==> config.mk <==
export PLATFORM = sky130hd
export DESIGN_NAME = uart_tx_fifo
export DESIGN_NICKNAME = d
export VERILOG_FILES = /design/src/rtl/uart_tx_fifo.sv
export SDC_FILE = /design/constraint.sdc
export NUM_CORES = 1
export LEC_CHECK = 0
export ABC_AREA = 1
export BUFFER_PORTS_ARGS = -buffer_cell sky130_fd_sc_hd__buf_2
export CORE_UTILIZATION = 40
export CTS_BUF_LIST = sky130_fd_sc_hd__clkbuf_16
export DETAILED_ROUTE_END_ITERATION = 7
export SYNTH_ARGS = -nofsm -noshare
export SYNTH_HDL_FRONTEND = slang
export SYNTH_SLANG_ARGS = --single-unit
==> constraint.sdc <==
create_clock -name clock -period 2.8 [get_ports clock]
set_clock_uncertainty 0.2 [all_clocks]
set_input_delay 0.28 -clock clock [delete_from_list [all_inputs] [get_ports clock]]
set_output_delay 0.28 -clock clock [all_outputs]
set_load 0.01 [all_outputs]
==> src/rtl/uart_tx_fifo.sv <==
// uart_tx_fifo: FIFO-buffered UART transmitter, LSB-first frames with optional parity and 1-2 stop bits.
// sdata is registered from the current state, so the line trails the FSM by one clock.
module uart_tx_fifo #(
    parameter int BYTESIZES           = 8,
    parameter int BAUDRATE            = 9600,
    parameter int COUNTER_CLOCK_INPUT = 50_000_000,
    parameter int FIFO_DEPTH          = 8,
    parameter int PARITY              = 0,
    parameter int STOP_BITS           = 1
) (
    input  logic                              clock,
    input  logic                              reset,
    input  logic                              valid,
    input  logic [BYTESIZES-1:0]              data,
    output logic                              ready,
    output logic                              sdata,
    output logic                              busy,
    output logic [$clog2(FIFO_DEPTH+1)-1:0]   fifo_count
);
    localparam int DIV = COUNTER_CLOCK_INPUT / BAUDRATE;
    localparam int BW  = $clog2(DIV);
    localparam int NW  = $clog2(BYTESIZES + 1);
    localparam int AW  = $clog2(FIFO_DEPTH);
    localparam int CW  = $clog2(FIFO_DEPTH + 1);

    typedef enum logic [2:0] {S_IDLE, S_START, S_DATA, S_PARITY, S_STOP} state_t;

    state_t               state_q, state_d;
    logic [BW-1:0]        baud_q, baud_d;
    logic [NW-1:0]        bit_q, bit_d;
    logic [BYTESIZES-1:0] shift_q, shift_d;
    logic                 par_q, par_d;
    logic                 sdata_q, sdata_d;
    logic [AW-1:0]        wr_q, wr_d, rd_q, rd_d;
    logic [CW-1:0]        count_q, count_d;
    logic [BYTESIZES-1:0] mem_q [FIFO_DEPTH];
    logic                 push, pop, bit_end, head_par;
    logic [BYTESIZES-1:0] head;

    assign ready      = (count_q < CW'(FIFO_DEPTH)) & ~reset;
    assign push       = valid & ready;
    assign head       = mem_q[rd_q];
    assign head_par   = (PARITY == 2) ? ~^head : ^head;
    assign bit_end    = baud_q == BW'(DIV - 1);
    assign sdata      = sdata_q;
    assign busy       = state_q != S_IDLE;
    assign fifo_count = count_q;

    always_comb begin
        state_d = state_q;
        baud_d  = bit_end ? '0 : baud_q + 1'b1;
        bit_d   = bit_q;
        shift_d = shift_q;
        par_d   = par_q;
        pop     = 1'b0;
        case (state_q)
            S_IDLE: begin
                baud_d = '0;
                pop    = count_q != '0;
            end
            S_START: if (bit_end) state_d = S_DATA;
            S_DATA: if (bit_end) begin
                shift_d = shift_q >> 1;
                bit_d   = bit_q + 1'b1;
                if (bit_q == NW'(BYTESIZES - 1)) begin
                    state_d = (PARITY != 0) ? S_PARITY : S_STOP;
                    bit_d   = '0;
                end
            end
            S_PARITY: if (bit_end) state_d = S_STOP;
            S_STOP: if (bit_end) begin
                bit_d = bit_q + 1'b1;
                if (bit_q == NW'(STOP_BITS - 1)) begin
                    pop     = count_q != '0;
                    state_d = S_IDLE;
                end
            end
            default: state_d = S_IDLE;
        endcase
        // a pop always launches a new frame, from IDLE or straight out of the last stop bit
        if (pop) begin
            state_d = S_START;
            shift_d = head;
            par_d   = head_par;
            bit_d   = '0;
        end
        wr_d    = push ? wr_q + 1'b1 : wr_q;
        rd_d    = pop ? rd_q + 1'b1 : rd_q;
        count_d = count_q + CW'(push) - CW'(pop);
        sdata_d = (state_q == S_START) ? 1'b0 :
                  (state_q == S_DATA) ? shift_q[0] :
                  (state_q == S_PARITY) ? par_q : 1'b1;
    end

    always_ff @(posedge clock) begin
        if (reset) begin
            state_q <= S_IDLE;
            baud_q  <= '0;
            bit_q   <= '0;
            shift_q <= '0;
            par_q   <= 1'b0;
            sdata_q <= 1'b1;
            wr_q    <= '0;
            rd_q    <= '0;
            count_q <= '0;
        end else begin
            state_q <= state_d;
            baud_q  <= baud_d;
            bit_q   <= bit_d;
            shift_q <= shift_d;
            par_q   <= par_d;
            sdata_q <= sdata_d;
            wr_q    <= wr_d;
            rd_q    <= rd_d;
            count_q <= count_d;
        end
        if (push) mem_q[wr_q] <= data;
    end
endmodule

==> results of run 1 <==
kinds of logic after synthesis:
family                   after synthesis  synth area share
adder cells (fa/ha/maj)               10            0.0258
XOR/XNOR                               3           0.00510
AND/OR/NAND/NOR                      356             0.286
buffers and inverters                127             0.101
flip-flops                           107             0.540
AO/OA/AOI/OAI                         40            0.0418
critical path: cells and delay by family, from the launching register on:
family        cells  cell delay [ps]
buf+inv           4              260
simple gates      8              900
fa+ha+maj         3              780
flops             1              360
path summary, 6_finish.rpt:
kind,from,endpoint,slack (ps),depth (start not counted)
min,data[3],mem_q[6][3]$_DFFE_PP_,10,1
min reg2reg,rd_q[2]$_SDFFE_PP0P_,flip-flop,280,2
max,baud_q[0]$_SDFF_PP0_,fifo_count[1]$_SDFF_PP0_,180,15
max reg2reg,baud_q[0]$_SDFF_PP0_,fifo_count[1]$_SDFF_PP0_,180,15
area by class of cell:
| type | instances | area share |
|---|---|---|
| Tap cell | 172 | 0.0368 |
| Timing Repair Buffer | 38 | 0.0436 |
| Clock inverter | 7 | 0.0150 |
| Sequential cell | 107 | 0.476 |
| Inverter | 110 | 0.0706 |
| Multi-Input combinational cell | 409 | 0.320 |
| Clock buffer | 9 | 0.0385 |
registers in the layout, summed over array words and instances, names as in the netlist, named ones only:
| name | cells |
|---|---|
| wr_q | 3 |
| state_q | 3 |
| mem_q | 64 |
| fifo_count | 4 |
| par_q | 1 |
| bit_q | 4 |
| sdata | 1 |
| rd_q | 3 |
| shift_q | 8 |
| baud_q | 13 |
metrics by stage:
step	std cells	util	instance area (sq um)	TNS, ps	setup WS, ps
floorplan	643	-	5150	0	268
global placement	828	0.433	5440	0	214
detailed placement	828	0.433	5440	0	102
CTS	849	0.462	5800	0	81.3
global route	852	0.466	5850	-12.3	-12.3
finish	852	0.466	5850	0	179
cell usage after synthesis, drive strengths merged:
cell type  count  share of area
nand2        210           0.15
inv          109          0.079
nor2          73          0.054
edfxtp        64           0.37
nand3         55          0.053
dfxtp         43           0.17
a21oi         20          0.019
buf           15          0.019
o21ai         14          0.014
ha             9          0.022
nor3           6         0.0058
nand4          5         0.0061
nor3b          4         0.0068
nor4           3         0.0049
xor2           3         0.0051
clkbuf         2         0.0015
o21a           2         0.0029
a211oi         1         0.0015
clkinv         1        0.00073
fa             1         0.0039
o211ai         1         0.0015
o21bai         1         0.0015
o31ai          1         0.0015
per-layer routing:
metal,wire [um],up-vias,global-route usage,part of all wire
met5,0,-,0,0
met4,147,0,0.0485,0.014
met3,385,12,0.0486,0.037
li1,-,2078,-,-
met1,4790,1782,0.205,0.47
met2,4950,39,0.285,0.48
power by group through the flow:
stage	combinational [W]	clock, W	sequential [W]
after floorplan	0.00145	0	0.00196
after global placement	0.00179	0	0.00196
after detailed placement	0.00183	0	0.00196
after CTS	0.00184	0.00135	0.00193
after global routing	0.00217	0.00140	0.00196
final	0.00186	0.00131	0.00194
repair_timing:
item                       in CTS  in global routing
gates resized for setup         0                  7
setup endpoints to repair       0                  3
hold buffers                    5                  0
buffers inserted                0                  3
hold endpoints to repair       38                  0
==> summary.md, run 1 <==
The sequential cell fraction of total power came out at 0.380. Number of nets with antenna violations after routing: 0. For the sequential cell area fraction in the yosys report, the log shows 0.540. The min-delay analysis places its worst path in the category in -> reg. Overall power consumption after layout is estimated at 0.00510 W. The top fanout value on the critical path works out to 6. The post-synthesis to final-layout area growth is 13.7%. The tightest hold path in the finished design has a slack of 14.5 ps. Static timing analysis puts the maximum clock frequency at 382 MHz.

Number of detailed-route iterations in the first pass: 7. Summing all multi-input logic gate instances after layout gives 1870 sq um. For this design the ratio of total power to cell area is 872 nW/um^2. The run gives 12600 sq um as the total core area. The logs give 0.410 for the initial core utilization and 2830 ps for the required time of the worst setup path.

In this run, CTS created clock tree buffers numbering 9. The H-tree was split into 3 levels. The antenna diode count was 0. The logs give 317 for the initial DRC count and 0.00319 W for the internal power. For the worst setup path, the data arrival time is 2660 ps. The first global-routing pass estimated 16800 um of wire. In this run the core area contains 41 standard-cell rows. In the layout the commonest cells are nand2_1, inv_1, nor2_1, edfxtp_1, nand3_1. In the routed layout, each cell is associated on average with a via count of 4.59.

At the pin with the least slew margin, the transition time is 515 ps. In the final design database the tool counted 696 nets. The tools report the DRC violation count after routing as 2. The fraction of final layout cells with drive strength greater than 1 is 0.0926, and the number of port buffers is 17.

The area of the die is 13300 sq um, and the clock-pin slew reported for the worst setup and hold paths after clock tree synthesis is 70 ps. Fill cells in the final layout number 1241. In this run the power spent charging and discharging nets is 0.00191 W.

The maximum vdd ir drop was 0.000565 V. Yosys printed 0 warnings. The cell area that synthesis handed to floorplanning was 5150 sq um.

Counting stages on the worst path, the most repeated cell is inv_1. At the end of routability-driven placement, the weighted congestion stood at 0.840. The library cell used as clock root buffer is clkbuf_16. The die boundary width came out at 115 um. The signal on the critical path passes through ha_4 > inv_1 > nor3b_2 > nand4_1 > nor3_2 > nand3_1 > nand2_2 > inv_2 > nor2_4 > inv_1 > nand2_1 > ha_1 > inv_1 > fa_2 > nor2_1.

Detailed placement finished with a half-perimeter wire length of 6910 um. In the synthesized netlist, the number of instances is 643. The stage delay of the slowest cell on the critical path works out to 510 ps. The tree built by TritonCTS fans out to 107 sinks. The die is 115 um tall. Leaving out fill and tap cells, the most frequent cell in the layout is nand2_1. For the overall routing resource usage, the log shows 0.167. The final-report hold violation count is 0, and the proportion of power drawn by combinational gates is 0.365.

The startpoint type of the worst setup path was a flip-flop. The tools report the via count of the first global-routing pass as 3519. The worst setup path is captured at a flip-flop. Clock latency on the worst-skew pair: 350 ps. By startpoint and endpoint, the worst setup path is classified as reg -> reg. The run gives 0.656 as the relative max-transition margin. The run finished, with violations left. Counting I/O delays and the setup requirement, the final critical path takes 2620 ps.

Share of power burned in the clock network: 0.256. The share of the clock period used by the worst path came out at 0.936. The largest net degree at the start of global routing is 30, and the total of endpoints with negative setup slack in the final report is 0. The netlist uses 30 different library cells.

TritonCTS built the clock tree. The number of antenna violations at the first check in global routing was 0; the total congestion overflow was 0. The largest individual stage delay along the critical path comes from the cell fa_2.

The total wire length is 10300 um, and the average wire per cell in the routed design is 12.1 um. The number of nets handed over by synthesis was 664. For this design the static power due to leakage is 2.58 nW. The detailed router placed 3911 vias in this run.

Across the run, the number of max-cap violations was 0. In this run, synthesis produced a sequential element count of 107. For this design the top-level I/O count stands at 18. The mean instance size in the synthesized netlist is 8.01 sq um. The final reports fail on DRC. The tools report the max-slew violation count as 0. The switching part of the total is 0.375, and the number of buffers on the longest clock path is 2. The sequential cells in the finished layout cover a total of 2790 sq um.
(Power assumes the default switching activity.)
==> inputs of run 2 (changes only) <==
CAP_MARGIN = 10   (was unset)
PLACE_DENSITY = 0.59   (was unset)
==> summary.md, run 2 (same netlist as run 1, synthesis figures left out) <==
The run gives 0.239 (-0.017) as the share of power burned in the clock network. The half-perimeter wire length after placement is 7160 um (+3.7%), and the max-slew violation count is 0 (unchanged). The DRC violation count after routing is 0 (-2). The critical path ends at fifo_count[1]$_SDFF_PP0_. The critical path in this run is classified as reg -> reg. The number of standard-cell rows in the floorplan is 41 (unchanged). The area of the die was 13300 sq um (unchanged).

The total power was 0.00518 W (+1.4%). The number of logic stages on the critical path including buffering is 15 (unchanged), and the boundary pin count is 18 (unchanged). For the total of endpoints with negative setup slack in the final report, the log shows 0 (unchanged). In this run the critical register-to-register path is launched from baud_q[1]$_SDFF_PP0_.

The average wire per cell in the routed design was 12.6 um (+4.3%). mem_q holds more flip-flops than any other register. The run gives 0 (unchanged) as the total congestion overflow.

The share of the clock period used by the worst path was 0.936 (about the same); the fmax was 381 MHz (about the same). The tools report the sequential cell area in the final layout as 2790 sq um (about the same). The total number of vias was 3970 (+1.5%).

The clock-pin slew reported for the worst setup and hold paths after clock tree synthesis is 70 ps (about the same), and the total wire length is 10800 um (+5.0%). The shortest clock period the worst path allows after layout is 2620 ps (+0.642 ps). The logs give 107 (unchanged) for the number of clock sinks seen by CTS and 702 (+0.86%) for the number of nets in the finished design.

The number of antenna violations at the first check in global routing is 0 (unchanged). The area growth from synthesis to layout is 14.7%. The maximum level of the CTS H-tree was 3 (unchanged); the count of buffering cells on the critical path with inverters included was 4 (unchanged).

The tools report the relative max-transition margin as 0.636 (-0.0201). Final RePlAce weighted congestion: 0.806 (-4.1%). The largest registers in the layout are mem_q x64, baud_q x13, shift_q x8.

The number of nets with antenna violations after routing is 0 (unchanged). The logs give 3725 (+5.9%) for the via count of the first global-routing pass and 18000 um (+7.2%) for the global-route wire length before repair. The maximum vdd ir drop came out at 0.000572 V (+1.2%). The number of instances in the placed design is 829 (+0.12%), and the initial DRC count is 187 (-41%). Number of flip-flops in the largest register: 64 (unchanged). The actual transition at the worst max-transition pin was 545 ps (+30.9 ps); the antenna diode count was 0 (unchanged). The total negative setup slack is 0 ps (unchanged). The logs give 0.00318 W (-0.18%) for the internal power and 1890 sq um (+0.94%) for the combined area of the multi-input logic cells. For the worst-case setup slack after placement, the log shows 81.9 ps (-20.1 ps). The worst hold path belongs to the class in -> reg.

Top fanout value on the critical path: 5 (-1). The logs give 0.386 (+0.021) for the proportion of power drawn by combinational gates and 0.374 (-0.006) for the sequential cell fraction of total power. The stage delay of the slowest cell on the critical path is 520 ps (about the same). The critical register-to-register path endpoint was fifo_count[1]$_SDFF_PP0_. The height of the chip works out to 115 um (unchanged).

The worst setup path is launched from a flip-flop. In the layout the commonest cells are nand2_1, inv_1, nor2_1, edfxtp_1, nand3_1. The overall routing resource usage was 0.181 (+0.0134). The library cell used as clock root buffer was clkbuf_16. The average vias per placed instance is 4.63 (+0.80%).

Worst-case reg-to-reg path depth: 15 (unchanged). For the number of detailed-route iterations in the first pass, the log shows 4 (-3). For the number of fill cells in the layout, the log shows 1212 (-2.3%).

Data arrival time of the critical path: 2670 ps (about the same). The run finished with clean final reports. The largest individual stage delay along the critical path comes from the cell fa_2.

The critical path goes through ha_4 > inv_2 > nor3b_2 > nand4_1 > nor3_2 > nand3_1 > nand2_2 > inv_4 > nor2_4 > inv_2 > nand2_1 > ha_1 > inv_1 > fa_2 > nor2_1. The number of port buffers came out at 17 (unchanged). The total core area is 12600 sq um (unchanged). The CTS buffer count is 9 (unchanged). Switching part of the total: 0.385 (+0.00981). The logs give 30 (unchanged) for the largest net degree at the start of global routing and 0.410 (unchanged) for the initial core utilization. Broken down by cell family, the worst path's largest delay share belongs to simple AND/OR/NAND/NOR gates. The fraction of final layout cells with drive strength greater than 1 is 0.102 (+0.00939), and the number of standard cells in the final layout excluding fillers is 858 (+0.70%).

The first element of the critical path is baud_q[1]$_SDFF_PP0_. The required time of the worst setup path was 2850 ps (+20 ps). The final-report hold violation count was 0 (unchanged). Leaving out fill and tap cells, the most frequent cell in the layout is nand2_1. The run gives 360 ps (about the same) as the clock latency on the worst-skew pair.

The register-to-register setup slack was 180 ps (about the same). Among the stages of the critical path, the cell type that occurs most often is inv_2. The run gives 0 (unchanged) as the number of max-capacitance violations reported. The power density over the cells is 876 nW/um^2 (+0.49%), and the number of buffers on the longest clock path is 2 (unchanged). The tools report the switching component of the power as 0.00199 W (+4.1%). For the static leakage, the log shows 2.60 nW (+0.88%). The die boundary width works out to 115 um (unchanged). The kind of end point of the critical path is a flip-flop. The post-route worst setup slack is 178 ps (-0.642 ps). TritonCTS built the clock tree.
run 2: power by group through the flow:
| stage | clock network [W] | logic [W] | registers (W) |
|---|---|---|---|
| 2_1_floorplan | 0 | 0.00145 | 0.00196 |
| 3_3_place_gp | 0 | 0.00180 | 0.00196 |
| 3_5_place_dp | 0 | 0.00185 | 0.00196 |
| 4_1_cts | 0.00128 | 0.00186 | 0.00193 |
| 5_1_grt | 0.00133 | 0.00233 | 0.00196 |
| 6_report | 0.00124 | 0.00200 | 0.00194 |
run 2: cell type report:
class                      count  area share
sequential                   107       0.472
multi-input combinational    409       0.320
inverter                     110      0.0703
timing repair buffer          44      0.0521
clock buffer                   9      0.0381
tap                          172      0.0364
clock inverter                 7      0.0112
run 2: how the worst min path moves through the flow:
| stage | start | endpoint | cells after the start |
|---|---|---|---|
| detailed placement | baud_q[0]$_SDFF_PP0_ | baud_q[0]$_SDFF_PP0_ | 1 |
| floorplan | reset | shift_q[7]$_SDFFE_PP0P_ | 1 |
| global route | valid | wr_q[1]$_SDFFE_PP0P_ | 3 |
| CTS | valid | wr_q[1]$_SDFFE_PP0P_ | 3 |
| global placement | baud_q[0]$_SDFF_PP0_ | baud_q[0]$_SDFF_PP0_ | 1 |
| finish | valid | wr_q[1]$_SDFFE_PP0P_ | 3 |
run 2: through the flow:
step	hold WS, ps	instance area, sq um	utilization
after global routing	82.1	5910	0.470
after global placement	232	5450	0.433
after CTS	52.7	5820	0.463
final	68.2	5910	0.470
after floorplan	149	5150	-
after detailed placement	243	5450	0.433
run 2: repair_timing:
item / CTS / global route
endpoints found under the hold margin: 64 / 0
resized for setup: 0 / 14
setup endpoints to repair: 0 / 3
hold buffers: 8 / 0
buffers inserted: 0 / 5
run 2: worst register-to-register path, cell delays in order, from the launching register on:
cell	delay (ps)
dfxtp_2	360
ha_4	150
inv_2	50
nor3b_2	160
nand4_1	120
nor3_2	180
nand3_1	130
nand2_2	130
inv_4	60
nor2_4	110
inv_2	60
nand2_1	50
ha_1	130
inv_1	60
fa_2	520
nor2_1	40
run 2: layer usage:
metal / part of all wire / vias up / global-route usage
met1: 0.44 / 1812 / 0.222
met2: 0.50 / 54 / 0.309
met4: 0.016 / 0 / 0.0675
met5: 0 / - / 0
li1: - / 2089 / -
met3: 0.044 / 15 / 0.0413
